File: src/rtl/seg7_pkg.sv
// Shared types, glyph table and decoder for the 7-segment capture block.
package seg7_pkg;

    typedef logic [3:0] digit_t;

    typedef struct packed {
        logic   valid;
        digit_t digit;
    } seg7_dec_t;

    localparam int NUM_SLOTS = 4;

    localparam logic [6:0] SEG_BLANK = 7'h00;

    // Segment bit 0 is 'a'; entry k is the glyph for hex value k.
    localparam logic [6:0] SEG_PATTERN [16] = '{
        7'h3F, 7'h06, 7'h5B, 7'h4F, 7'h66, 7'h6D, 7'h7D, 7'h07,
        7'h7F, 7'h6F, 7'h77, 7'h7C, 7'h39, 7'h5E, 7'h79, 7'h71
    };

    function automatic seg7_dec_t seg7_decode(input logic [6:0] pat);
        seg7_dec_t r;
        r = '0;
        for (int i = 0; i < 16; i++) begin
            if (pat == SEG_PATTERN[i]) begin
                r.valid = 1'b1;
                r.digit = digit_t'(i);
            end
        end
        return r;
    endfunction

endpackage

File: src/rtl/segment7_capture_if.sv
// Bus bundle between a 7-segment driver/monitor and segment7_capture.
// SEG7_CAPTURE_RAW_EN adds the raw_segments observation vector.
interface segment7_capture_if;

    logic [3:0]  seg_sel;
    logic [7:0]  segments;
    logic [15:0] digit;
    logic [3:0]  digit_enable;
    logic [3:0]  digit_valid;
    logic [3:0]  decimal_point;
    logic        update;
    logic        sel_error;
`ifdef SEG7_CAPTURE_RAW_EN
    logic [31:0] raw_segments;

    modport master (
        output seg_sel, segments,
        input  digit, digit_enable, digit_valid, decimal_point, update, sel_error, raw_segments
    );
    modport slave (
        input  seg_sel, segments,
        output digit, digit_enable, digit_valid, decimal_point, update, sel_error, raw_segments
    );
`else
    modport master (
        output seg_sel, segments,
        input  digit, digit_enable, digit_valid, decimal_point, update, sel_error
    );
    modport slave (
        input  seg_sel, segments,
        output digit, digit_enable, digit_valid, decimal_point, update, sel_error
    );
`endif

endinterface

File: src/rtl/seg7_slot_filter.sv
// Per-slot sample filter: repeated-sample match counter, commit strobe and
// no-strobe timeout that empties the filter.
module seg7_slot_filter #(
    parameter int STABLE  = 2,
    parameter int TIMEOUT = 4096
) (
    input  logic       clk_in,
    input  logic       reset,
    input  logic       smp_vld_p0,
    input  logic [7:0] smp_pat_p0,
    output logic       commit_vld_p1,
    output logic [7:0] commit_pat_p1,
    output logic       expire_vld_p1
);

    localparam int CNT_W = $clog2(STABLE + 1);
    localparam int TMO_W = $clog2(TIMEOUT + 1);
    localparam logic [CNT_W-1:0] STABLE_C = CNT_W'(STABLE);
    localparam logic [TMO_W-1:0] TMO_MAX  = TMO_W'(TIMEOUT);
    localparam logic [TMO_W-1:0] TMO_LAST = TMO_W'(TIMEOUT - 1);
    localparam bit COMMIT_EVERY = (STABLE == 1);

    logic [7:0]       prev_pat;
    logic [CNT_W-1:0] match_cnt;
    logic [CNT_W-1:0] match_nxt;
    logic [TMO_W-1:0] tmo_cnt;
    logic             pat_same;
    logic             commit_hit;
    logic             tmo_hit;

    function automatic logic [CNT_W-1:0] sat_match(input logic [CNT_W-1:0] v);
        return (v == STABLE_C) ? v : v + CNT_W'(1);
    endfunction

    function automatic logic [TMO_W-1:0] sat_tmo(input logic [TMO_W-1:0] v);
        return (v == TMO_MAX) ? v : v + TMO_W'(1);
    endfunction

    always_comb begin
        pat_same   = (match_cnt != '0) && (smp_pat_p0 == prev_pat);
        match_nxt  = pat_same ? sat_match(match_cnt) : CNT_W'(1);
        commit_hit = smp_vld_p0 && (match_nxt == STABLE_C) &&
                     ((match_cnt != STABLE_C) || COMMIT_EVERY);
        tmo_hit    = !smp_vld_p0 && (tmo_cnt == TMO_LAST);
    end

    // Stage p1: filter state and commit/expire strobes
    always_ff @(posedge clk_in) begin
        if (reset) begin
            match_cnt     <= '0;
            tmo_cnt       <= '0;
            commit_vld_p1 <= 1'b0;
            expire_vld_p1 <= 1'b0;
        end else begin
            commit_vld_p1 <= commit_hit;
            expire_vld_p1 <= tmo_hit;
            if (smp_vld_p0) begin
                match_cnt <= match_nxt;
                tmo_cnt   <= '0;
            end else begin
                tmo_cnt <= sat_tmo(tmo_cnt);
                if (tmo_hit) begin
                    match_cnt <= '0;
                end
            end
        end
    end

    always_ff @(posedge clk_in) begin
        if (smp_vld_p0) begin
            prev_pat      <= smp_pat_p0;
            commit_pat_p1 <= smp_pat_p0;
        end
    end

endmodule

File: src/rtl/segment7_capture.sv
// Receive side of the multiplexed 7-segment bus: rebuilds digits, enables and dps.
// SEG7_CAPTURE_RAW_EN adds raw_segments (committed normalised pattern per slot).
module segment7_capture
    import seg7_pkg::*;
#(
    parameter bit SEL_ACTIVE_LOW = 1'b1,
    parameter bit SEG_ACTIVE_LOW = 1'b1,
    parameter int SETTLE         = 2,
    parameter int STABLE         = 2,
    parameter int TIMEOUT        = 4096
) (
    input  logic           clk_in,
    input  logic           reset,
    segment7_capture_if.slave bus
);

    localparam int SET_W = $clog2(SETTLE + 1);
    localparam logic [SET_W-1:0] SETTLE_C = SET_W'(SETTLE);

    logic [3:0]       sel_p0;
    logic [7:0]       seg_p0;
    logic [3:0]       sel_held;
    logic [SET_W-1:0] settle_cnt;
    logic [SET_W-1:0] settle_nxt;
    logic             sel_none;
    logic             sel_multi;
    logic             sel_one;
    logic             sel_same;
    logic             smp_vld_p0;
    logic [3:0]       smp_slot_p0;
    logic             sel_error_q;

    logic [3:0]       commit_vld_p1;
    logic [3:0]       expire_vld_p1;
    logic [7:0]       commit_pat_p1 [NUM_SLOTS];

    logic [15:0]      digit_q, digit_n;
    logic [3:0]       dp_q, dp_n;
    logic [3:0]       en_q, en_n;
    logic [3:0]       val_q, val_n;
    logic             update_q, chg;
    seg7_dec_t        dec;
`ifdef SEG7_CAPTURE_RAW_EN
    logic [31:0]      raw_q, raw_n;
`endif

    function automatic logic [SET_W-1:0] sat_settle(input logic [SET_W-1:0] v);
        return (v == SETTLE_C) ? v : v + SET_W'(1);
    endfunction

    // Stage p0: registered, polarity-normalised bus
    always_ff @(posedge clk_in) begin
        if (reset) begin
            sel_p0 <= '0;
        end else begin
            sel_p0 <= SEL_ACTIVE_LOW ? ~bus.seg_sel : bus.seg_sel;
        end
    end

    always_ff @(posedge clk_in) begin
        seg_p0 <= SEG_ACTIVE_LOW ? ~bus.segments : bus.segments;
    end

    // One sample per held select: fires only on the cycle the count first lands on SETTLE.
    always_comb begin
        sel_none    = (sel_p0 == 4'd0);
        sel_multi   = ((sel_p0 & (sel_p0 - 4'd1)) != 4'd0);
        sel_one     = !sel_none && !sel_multi;
        sel_same    = (sel_p0 == sel_held) && (settle_cnt != '0);
        settle_nxt  = '0;
        if (sel_one) begin
            settle_nxt = sel_same ? sat_settle(settle_cnt) : SET_W'(1);
        end
        smp_vld_p0  = sel_one && (settle_nxt == SETTLE_C) &&
                      !(sel_same && (settle_cnt == SETTLE_C));
        smp_slot_p0 = smp_vld_p0 ? sel_p0 : 4'd0;
    end

    always_ff @(posedge clk_in) begin
        if (reset) begin
            settle_cnt  <= '0;
            sel_held    <= '0;
            sel_error_q <= 1'b0;
        end else begin
            settle_cnt <= settle_nxt;
            if (sel_one) begin
                sel_held <= sel_p0;
            end
            if (sel_multi) begin
                sel_error_q <= 1'b1;
            end
        end
    end

    for (genvar i = 0; i < NUM_SLOTS; i++) begin : g_slot
        seg7_slot_filter #(
            .STABLE  (STABLE),
            .TIMEOUT (TIMEOUT)
        ) u_filter (
            .clk_in        (clk_in),
            .reset         (reset),
            .smp_vld_p0    (smp_slot_p0[i]),
            .smp_pat_p0    (seg_p0),
            .commit_vld_p1 (commit_vld_p1[i]),
            .commit_pat_p1 (commit_pat_p1[i]),
            .expire_vld_p1 (expire_vld_p1[i])
        );
    end

    // Stage p2: committed display state; update compares against the previous state
    always_comb begin
        digit_n = digit_q;
        dp_n    = dp_q;
        en_n    = en_q;
        val_n   = val_q;
        dec     = '0;
`ifdef SEG7_CAPTURE_RAW_EN
        raw_n   = raw_q;
`endif
        for (int i = 0; i < NUM_SLOTS; i++) begin
            dec = seg7_decode(commit_pat_p1[i][6:0]);
            if (commit_vld_p1[i]) begin
                digit_n[4*i +: 4] = dec.digit;
                dp_n[i]           = commit_pat_p1[i][7];
                val_n[i]          = dec.valid;
                en_n[i]           = (commit_pat_p1[i][6:0] != SEG_BLANK);
`ifdef SEG7_CAPTURE_RAW_EN
                raw_n[8*i +: 8]   = commit_pat_p1[i];
`endif
            end else if (expire_vld_p1[i]) begin
                en_n[i]           = 1'b0;
                val_n[i]          = 1'b0;
`ifdef SEG7_CAPTURE_RAW_EN
                raw_n[8*i +: 8]   = 8'd0;
`endif
            end
        end
        chg = (digit_n != digit_q) || (dp_n != dp_q) || (en_n != en_q) || (val_n != val_q);
    end

    always_ff @(posedge clk_in) begin
        if (reset) begin
            digit_q  <= '0;
            dp_q     <= '0;
            en_q     <= '0;
            val_q    <= '0;
            update_q <= 1'b0;
`ifdef SEG7_CAPTURE_RAW_EN
            raw_q    <= '0;
`endif
        end else begin
            digit_q  <= digit_n;
            dp_q     <= dp_n;
            en_q     <= en_n;
            val_q    <= val_n;
            update_q <= chg;
`ifdef SEG7_CAPTURE_RAW_EN
            raw_q    <= raw_n;
`endif
        end
    end

    assign bus.digit         = digit_q;
    assign bus.decimal_point = dp_q;
    assign bus.digit_enable  = en_q;
    assign bus.digit_valid   = val_q;
    assign bus.update        = update_q;
    assign bus.sel_error     = sel_error_q;
`ifdef SEG7_CAPTURE_RAW_EN
    assign bus.raw_segments  = raw_q;
`endif

endmodule

File: src/flat_wrapper.sv
// flat-port wrapper written by rule: the top's interface ports become plain ports
module segment7_capture_flat import seg7_pkg::*;
#(
    parameter bit SEL_ACTIVE_LOW = 1'b1,
    parameter bit SEG_ACTIVE_LOW = 1'b1,
    parameter int SETTLE         = 2,
    parameter int STABLE         = 2,
    parameter int TIMEOUT        = 4096
)
  (clk_in, reset, bus_seg_sel, bus_segments, bus_digit, bus_digit_enable, bus_digit_valid, bus_decimal_point, bus_update, bus_sel_error);
  segment7_capture_if bus_i ();
  input  logic clk_in;
  input  logic reset;
  input wire logic [$bits(bus_i.seg_sel)-1:0] bus_seg_sel;
  input wire logic [$bits(bus_i.segments)-1:0] bus_segments;
  output wire logic [$bits(bus_i.digit)-1:0] bus_digit;
  output wire logic [$bits(bus_i.digit_enable)-1:0] bus_digit_enable;
  output wire logic [$bits(bus_i.digit_valid)-1:0] bus_digit_valid;
  output wire logic [$bits(bus_i.decimal_point)-1:0] bus_decimal_point;
  output wire logic [$bits(bus_i.update)-1:0] bus_update;
  output wire logic [$bits(bus_i.sel_error)-1:0] bus_sel_error;
  assign bus_i.seg_sel = bus_seg_sel;
  assign bus_i.segments = bus_segments;
  assign bus_digit = bus_i.digit;
  assign bus_digit_enable = bus_i.digit_enable;
  assign bus_digit_valid = bus_i.digit_valid;
  assign bus_decimal_point = bus_i.decimal_point;
  assign bus_update = bus_i.update;
  assign bus_sel_error = bus_i.sel_error;
  segment7_capture #(.SEL_ACTIVE_LOW(SEL_ACTIVE_LOW), .SEG_ACTIVE_LOW(SEG_ACTIVE_LOW), .SETTLE(SETTLE), .STABLE(STABLE), .TIMEOUT(TIMEOUT)) u_core (.clk_in(clk_in), .reset(reset), .bus(bus_i));
endmodule
File: config.mk
export PLATFORM = sky130hd
export DESIGN_NAME = segment7_capture_flat
export DESIGN_NICKNAME = d
export VERILOG_FILES = /design/src/rtl/seg7_pkg.sv /design/src/rtl/segment7_capture_if.sv /design/src/rtl/seg7_slot_filter.sv /design/src/rtl/segment7_capture.sv /design/src/flat_wrapper.sv
export SDC_FILE = /design/constraint.sdc
export NUM_CORES = 1
export LEC_CHECK = 0
export ABC_AREA = 0
export CORE_MARGIN = 4
export CORE_UTILIZATION = 27
export CTS_BUF_LIST = sky130_fd_sc_hd__clkbuf_16
export DETAILED_ROUTE_END_ITERATION = 7
export GPL_TIMING_DRIVEN = 0
export SLEW_MARGIN = 30
export SYNTH_ARGS = -nofsm -noshare
export SYNTH_HDL_FRONTEND = slang
export SYNTH_SLANG_ARGS = --single-unit
File: constraint.sdc
create_clock -name clk_in -period 3.74 [get_ports clk_in]
set_input_delay 0.374 -clock clk_in [delete_from_list [all_inputs] [get_ports clk_in]]
set_output_delay 0.374 -clock clk_in [all_outputs]
set_load 0.005 [all_outputs]
Yosys cells after proc, flatten, opt, wreduce, memory -nomap -nowiden:

Cells that the tools add are included.

* output and inout bits: 30
* register bits after elaboration: 148

* bitwise logic cells: 3
* multiplexer cells: 108
* reductions and logical operators: 50
* eq/ne operators: 95
* add/subtract/negate cells: 10

Operators by type and width (number)
* 7-bit == test (second input constant): 48
* 5-bit 2-to-1 mux: 64
* 7-bit by 3-bit == test with 1-bit output (second input constant): 8
* 7-bit by 6-bit == test with 1-bit output (second input constant): 8
* 13-bit by 1-bit adder with 13-bit output (second input constant): 4
* 13-bit by 12-bit == test with 1-bit output (second input constant): 4
* 13-bit == test (second input constant): 4
* 2-bit 2-to-1 mux: 19
* 8-bit == test: 4
* 7-bit nonzero test: 4
* 1-bit logical AND: 21
* 2-bit == test (second input constant): 10
* 1-bit 2-to-1 mux: 20
* 4-bit 2-to-1 mux: 5
* 2-bit nonzero test: 9
* 16-bit != test: 1
* 4-bit != test: 3
* 2-bit by 1-bit adder with 2-bit output (second input constant): 5
* 2-bit != test (second input constant): 4
* 8-bit inverter: 1
* 2-bit OR reduction: 4
* 1-bit zero test: 7
* 4-bit AND: 1
* 4-bit == test: 1
* 5 further kinds: 7

Longest topological paths before layout:

* word-level depth: 22
* depth in mapped cells: 11
* gate-level depth less buffers: 9

By module:

From an unflattened synthesis, not the netlist that was laid out.

* cells, all modules: 902
* area, all modules: 8006.4 sq um

Modules (own cells, without submodules)
* seg7_slot_filter: instances 4, area each 1143.6 sq um, cells each 109, seq. area each 580.6 sq um
* segment7_capture: instances 1, area each 3432.0 sq um, cells each 466, seq. area each 960.9 sq um

Least setup slack after synthesis:

No wires, ideal clock.

* path type: register -> register
* start: register, netlist name u_core.g_slot[1].u_filter.prev_pat[5]
* end: register u_core.update_q (netlist: u_core.bus.update)
* arrival time: 2.498 ns
* data required time: 3.600 ns
* slack: 1.102 ns
* buffers on the path: 0
* cell stages (with the launch flop): 9
* cell sequence: edfxtp_1 -> or4_4 -> or4_4 -> xor2_1 -> a22o_1 -> a2111o_1 -> nor4b_2 -> and4_1 -> a41oi_1

RTL lines
* end signal, assigned: line segment7_capture.sv:156 `update_q <= chg;`
* end, declared: line segment7_capture.sv:41 `logic update_q, chg;`

==> run_results.csv <==
group,metric,value,unit
global_routing,grt_overflow_total,0,
route,wire_per_inst,14.4,um
setup_path,worstPathRequired,4.00,ns
route,drt_iter0_markers,312,
logic_synthesis,synth_area_leader_cell,"dfxtp_1",
route,vias_per_cell,4.82,
cells_and_area,num_antenna_cells,0,
route,postRouteAntennaNets,0,
clock_tree,clock-sinks,148,
place,gp_congestion,0.891,
setup_path,cp_max_fo,10,
pwr,ir_worst_vdd,0.270,mV
logic_synthesis,synth_seq_area_share,0.415,
route,first_pass_iters,5,
run,maxCapViolations,0,
setup_path,cp-end-kind,"flop",
timing,maxSlewViolCount,0,
clock_tree,clk_pin_slew_worst_paths,0.07,ns
timing,fin_crit_sh,0.934,
logic_synthesis,synth_flop_cell,"dfxtp_1",
setup_path,r2r_end,"u_core.bus.update",
cells_and_area,finalInstanceArea,9400,um^2
global_routing,grt_max_degree,17,
global_routing,antenna_found_initial,0,
pwr,power.density,375,nW/um^2
logic_synthesis,netlist_instances,910,
timing,setup_viol,0,
place,dpl_cell_area,8820,um^2
floorplan,die_h,179,um
setup_path,startpoint_type,"flop",
global_routing,grt_pass1_vias,6155,
floorplan,rows,62,
logic_synthesis,syn_area_per_cell,8.69,um^2
global_routing,grt_use_total,0.124,
timing,clock.fmax,0.286,GHz
place,dp_hpwl,14700,um
timing,tightest_slew,0.725,ns
logic_synthesis,yosysTopAreaCellShare,0.294,
cells_and_area,regArea,3280,um^2
floorplan,die_w,179,um
cells_and_area,multi_input_area,4230,um^2
setup_path,rr_worst_depth,9,
logic_synthesis,synthTopCellsByArea,"dfxtp_1 (29%), edfxtp_1 (12%), xnor2_1 (5.8%)",
global_routing,grt_pass1_wl,32000,um
timing,hold_viol_final,0,
clock_tree,cts_tree,"yes",
clock_tree,cts_made_buffers,17,
setup_path,crit_type,"flop to flop",
timing,min_period,3.49,ns
cells_and_area,drive_gt1_frac,0.0508,
clock_tree,htreeDepth,4,
route,vias,6604,
floorplan,start_util,0.275,
logic_synthesis,synthesis.nets,943,
setup_path,regToRegSetupSlack,0.25,ns
cells_and_area,num-fill-cells,2992,
logic_synthesis,yosys_warnings,0,
timing,fin_tns_setup,0,ns
clock_tree,clk_path_buf_depth,2,
cells_and_area,nets,1005,
timing,slew_headroom,0.517,
clock_tree,hold_buffers,0,
logic_synthesis,ys_ff_latch,148,
timing,fin_skew,0.0188,ns
floorplan,ios,44,
cells_and_area,synthToLayoutAreaGrowth,18.9,%
worst_hold_path,min_path_cells,2,
floorplan,core,28800,um^2
place,portBuffers,43,
logic_synthesis,mappedNetlistArea,7910,um^2
run_status,status,"completed",
route,wirelength,19700,um
logic_synthesis,synth_edf_count,32,
setup_path,timing.rr.start,"u_core.g_slot[0].u_filter.prev_pat[6]",
setup_path,arrival,3.75,ns
pwr,p_leak,3.19,nW
timing,rsz0062_at_grt,"false",
route,drc,0,
logic_synthesis,async_reset_ff_frac,0,
clock_tree,root_buffer,"clkbuf_16",
setup_path,cp-startpoint,"u_core.g_slot[0].u_filter.prev_pat[6]",
floorplan,dieArea,32100,um^2
worst_hold_path,min_from,"bus_segments[0]",
setup_path,endpoint,"u_core.bus.update",
clock_tree,insertion_delay,0.43,ns
worst_hold_path,min-delay-path-class,"primary input to flop",
logic_synthesis,synthDistinctLibCells,76,
## synthesized netlist by cell type, types with 11 or more instances
library cell  count
dfxtp_1         116
nor2_1          116
nand2_1          59
xnor2_1          52
nand3_1          47
clkbuf_1         46
inv_1            44
xor2_1           41
a21oi_1          34
edfxtp_1         32
nor3_1           30
nand4_1          22
ha_1             19
a211oi_1         17
and3_1           16
nor4_1           14
nand2b_1         13
o21ai_0          13
nor4b_1          12
nor2b_1          11
## worst max-delay path: stages (launching register included)
cell and delay, ns:
edfxtp_1 0.39, clkbuf_1 0.42, nor3_1 0.15, a2bb2oi_1 0.22, nand4_1 0.23, nor2_1 0.32
nor4b_1 0.49, mux2_2 0.40, a2111oi_0 0.52, a41oi_1 0.20
## cells by family after synthesis
| kind of cell | Yosys count | share of synthesized area |
|---|---|---|
| AND/OR/NAND/NOR | 404 | 0.271 |
| flip-flops | 148 | 0.415 |
| AO/OA/AOI/OAI | 124 | 0.106 |
| buffers and inverters | 104 | 0.0500 |
| XOR/XNOR | 93 | 0.103 |
| adder cells (fa/ha/maj) | 19 | 0.0300 |
| multiplexers | 18 | 0.0247 |
## cells in the final DEF, fill, tap and decap left out, types with 4 or more instances in the layout
cell	n
nor2b_1	11
a22oi_1	5
xor2_1	41
a31oi_1	4
dfxtp_1	116
or3_1	4
nor4_1	14
nand3_1	47
nand2b_1	13
ha_1	19
a211oi_1	17
nand4_1	22
xnor2_1	52
clkbuf_16	17
o21ai_1	6
and3_1	16
a2111oi_0	6
and2_1	6
clkdlybuf4s50_1	43
o21ai_0	13
nand2_1	59
or3b_1	9
and4_1	4
clkbuf_1	46
mux2_2	9
buf_1	8
nand3b_1	7
inv_1	45
nor2_1	116
edfxtp_1	32
or4b_1	4
inv_6	4
o31ai_1	6
a21oi_1	34
nor4b_1	12
nor3_1	30
mux2i_1	6
nor3b_1	8
## layer usage
layer	up-vias	wire (um)	global-route usage
met4	0	391	0.0416
met5	-	0	0
met1	3100	9510	0.168
met2	138	9050	0.199
li1	3342	-	-
met3	24	737	0.0215
## layout make-up
class,count,area share
Multi-Input combinational cell,658,0.450
Sequential cell,148,0.349
Tap cell,384,0.0511
Timing Repair Buffer,43,0.0458
Clock buffer,17,0.0452
Buffer,57,0.0234
Inverter,47,0.0188
Clock inverter,15,0.0165
## what timing repair did
action                     4_1_cts  5_1_grt
setup endpoints to repair        0        1
hold endpoints to repair         0        0
gates resized for setup          0        1
buffers inserted                 0        0
## through the flow
step | hold slack (ns) | power [mW] | setup WS, ns | instances | utilization
6_report | 0.417 | 3.53 | 0.247 | 1369 | 0.327
5_1_grt | 0.420 | 3.66 | 0.0753 | 1369 | 0.327
4_1_cts | 0.398 | 3.58 | 0.306 | 1369 | 0.327
3_5_place_dp | 0.459 | 1.86 | 0.323 | 1337 | 0.307
3_3_place_gp | 0.456 | 1.86 | 0.344 | 1337 | 0.307
2_1_floorplan | 0.421 | 1.81 | 1.10 | 910 | -
## worst min path at each step
stage                                         endpoint
2_1_floorplan  u_core.g_slot[1].u_filter.expire_vld_p1
3_3_place_gp    u_core.g_slot[0].u_filter.match_cnt[1]
3_5_place_dp   u_core.g_slot[1].u_filter.expire_vld_p1
4_1_cts                               u_core.seg_p0[0]
5_1_grt                               u_core.seg_p0[3]
6_report                              u_core.seg_p0[0]
## registers in the layout (all words and copies together) (netlist names)
register,count
u_core.g_slot.u_filter.commit_vld_p1,4
u_core.g_slot.u_filter.match_cnt,8
u_core.bus.digit,16
u_core.seg_p0,8
u_core.sel_p0,4
u_core.bus.digit_enable,4
u_core.bus.update,1
u_core.g_slot.u_filter.prev_pat,32
u_core.sel_held,4
u_core.bus.digit_valid,4
u_core.bus.decimal_point,4
u_core.bus.sel_error,1
u_core.g_slot.u_filter.tmo_cnt,52
u_core.g_slot.u_filter.expire_vld_p1,4
u_core.settle_cnt,2
## power breakdown
group          total, mW  leakage [nW]  switching, mW  internal [mW]
sequential          1.68          1.23         0.0267           1.65
clock               1.70         0.284          0.712          0.987
combinational      0.147          1.68         0.0809         0.0661
total               3.53          3.19          0.820           2.71
Power figures use the tool's default switching activity.
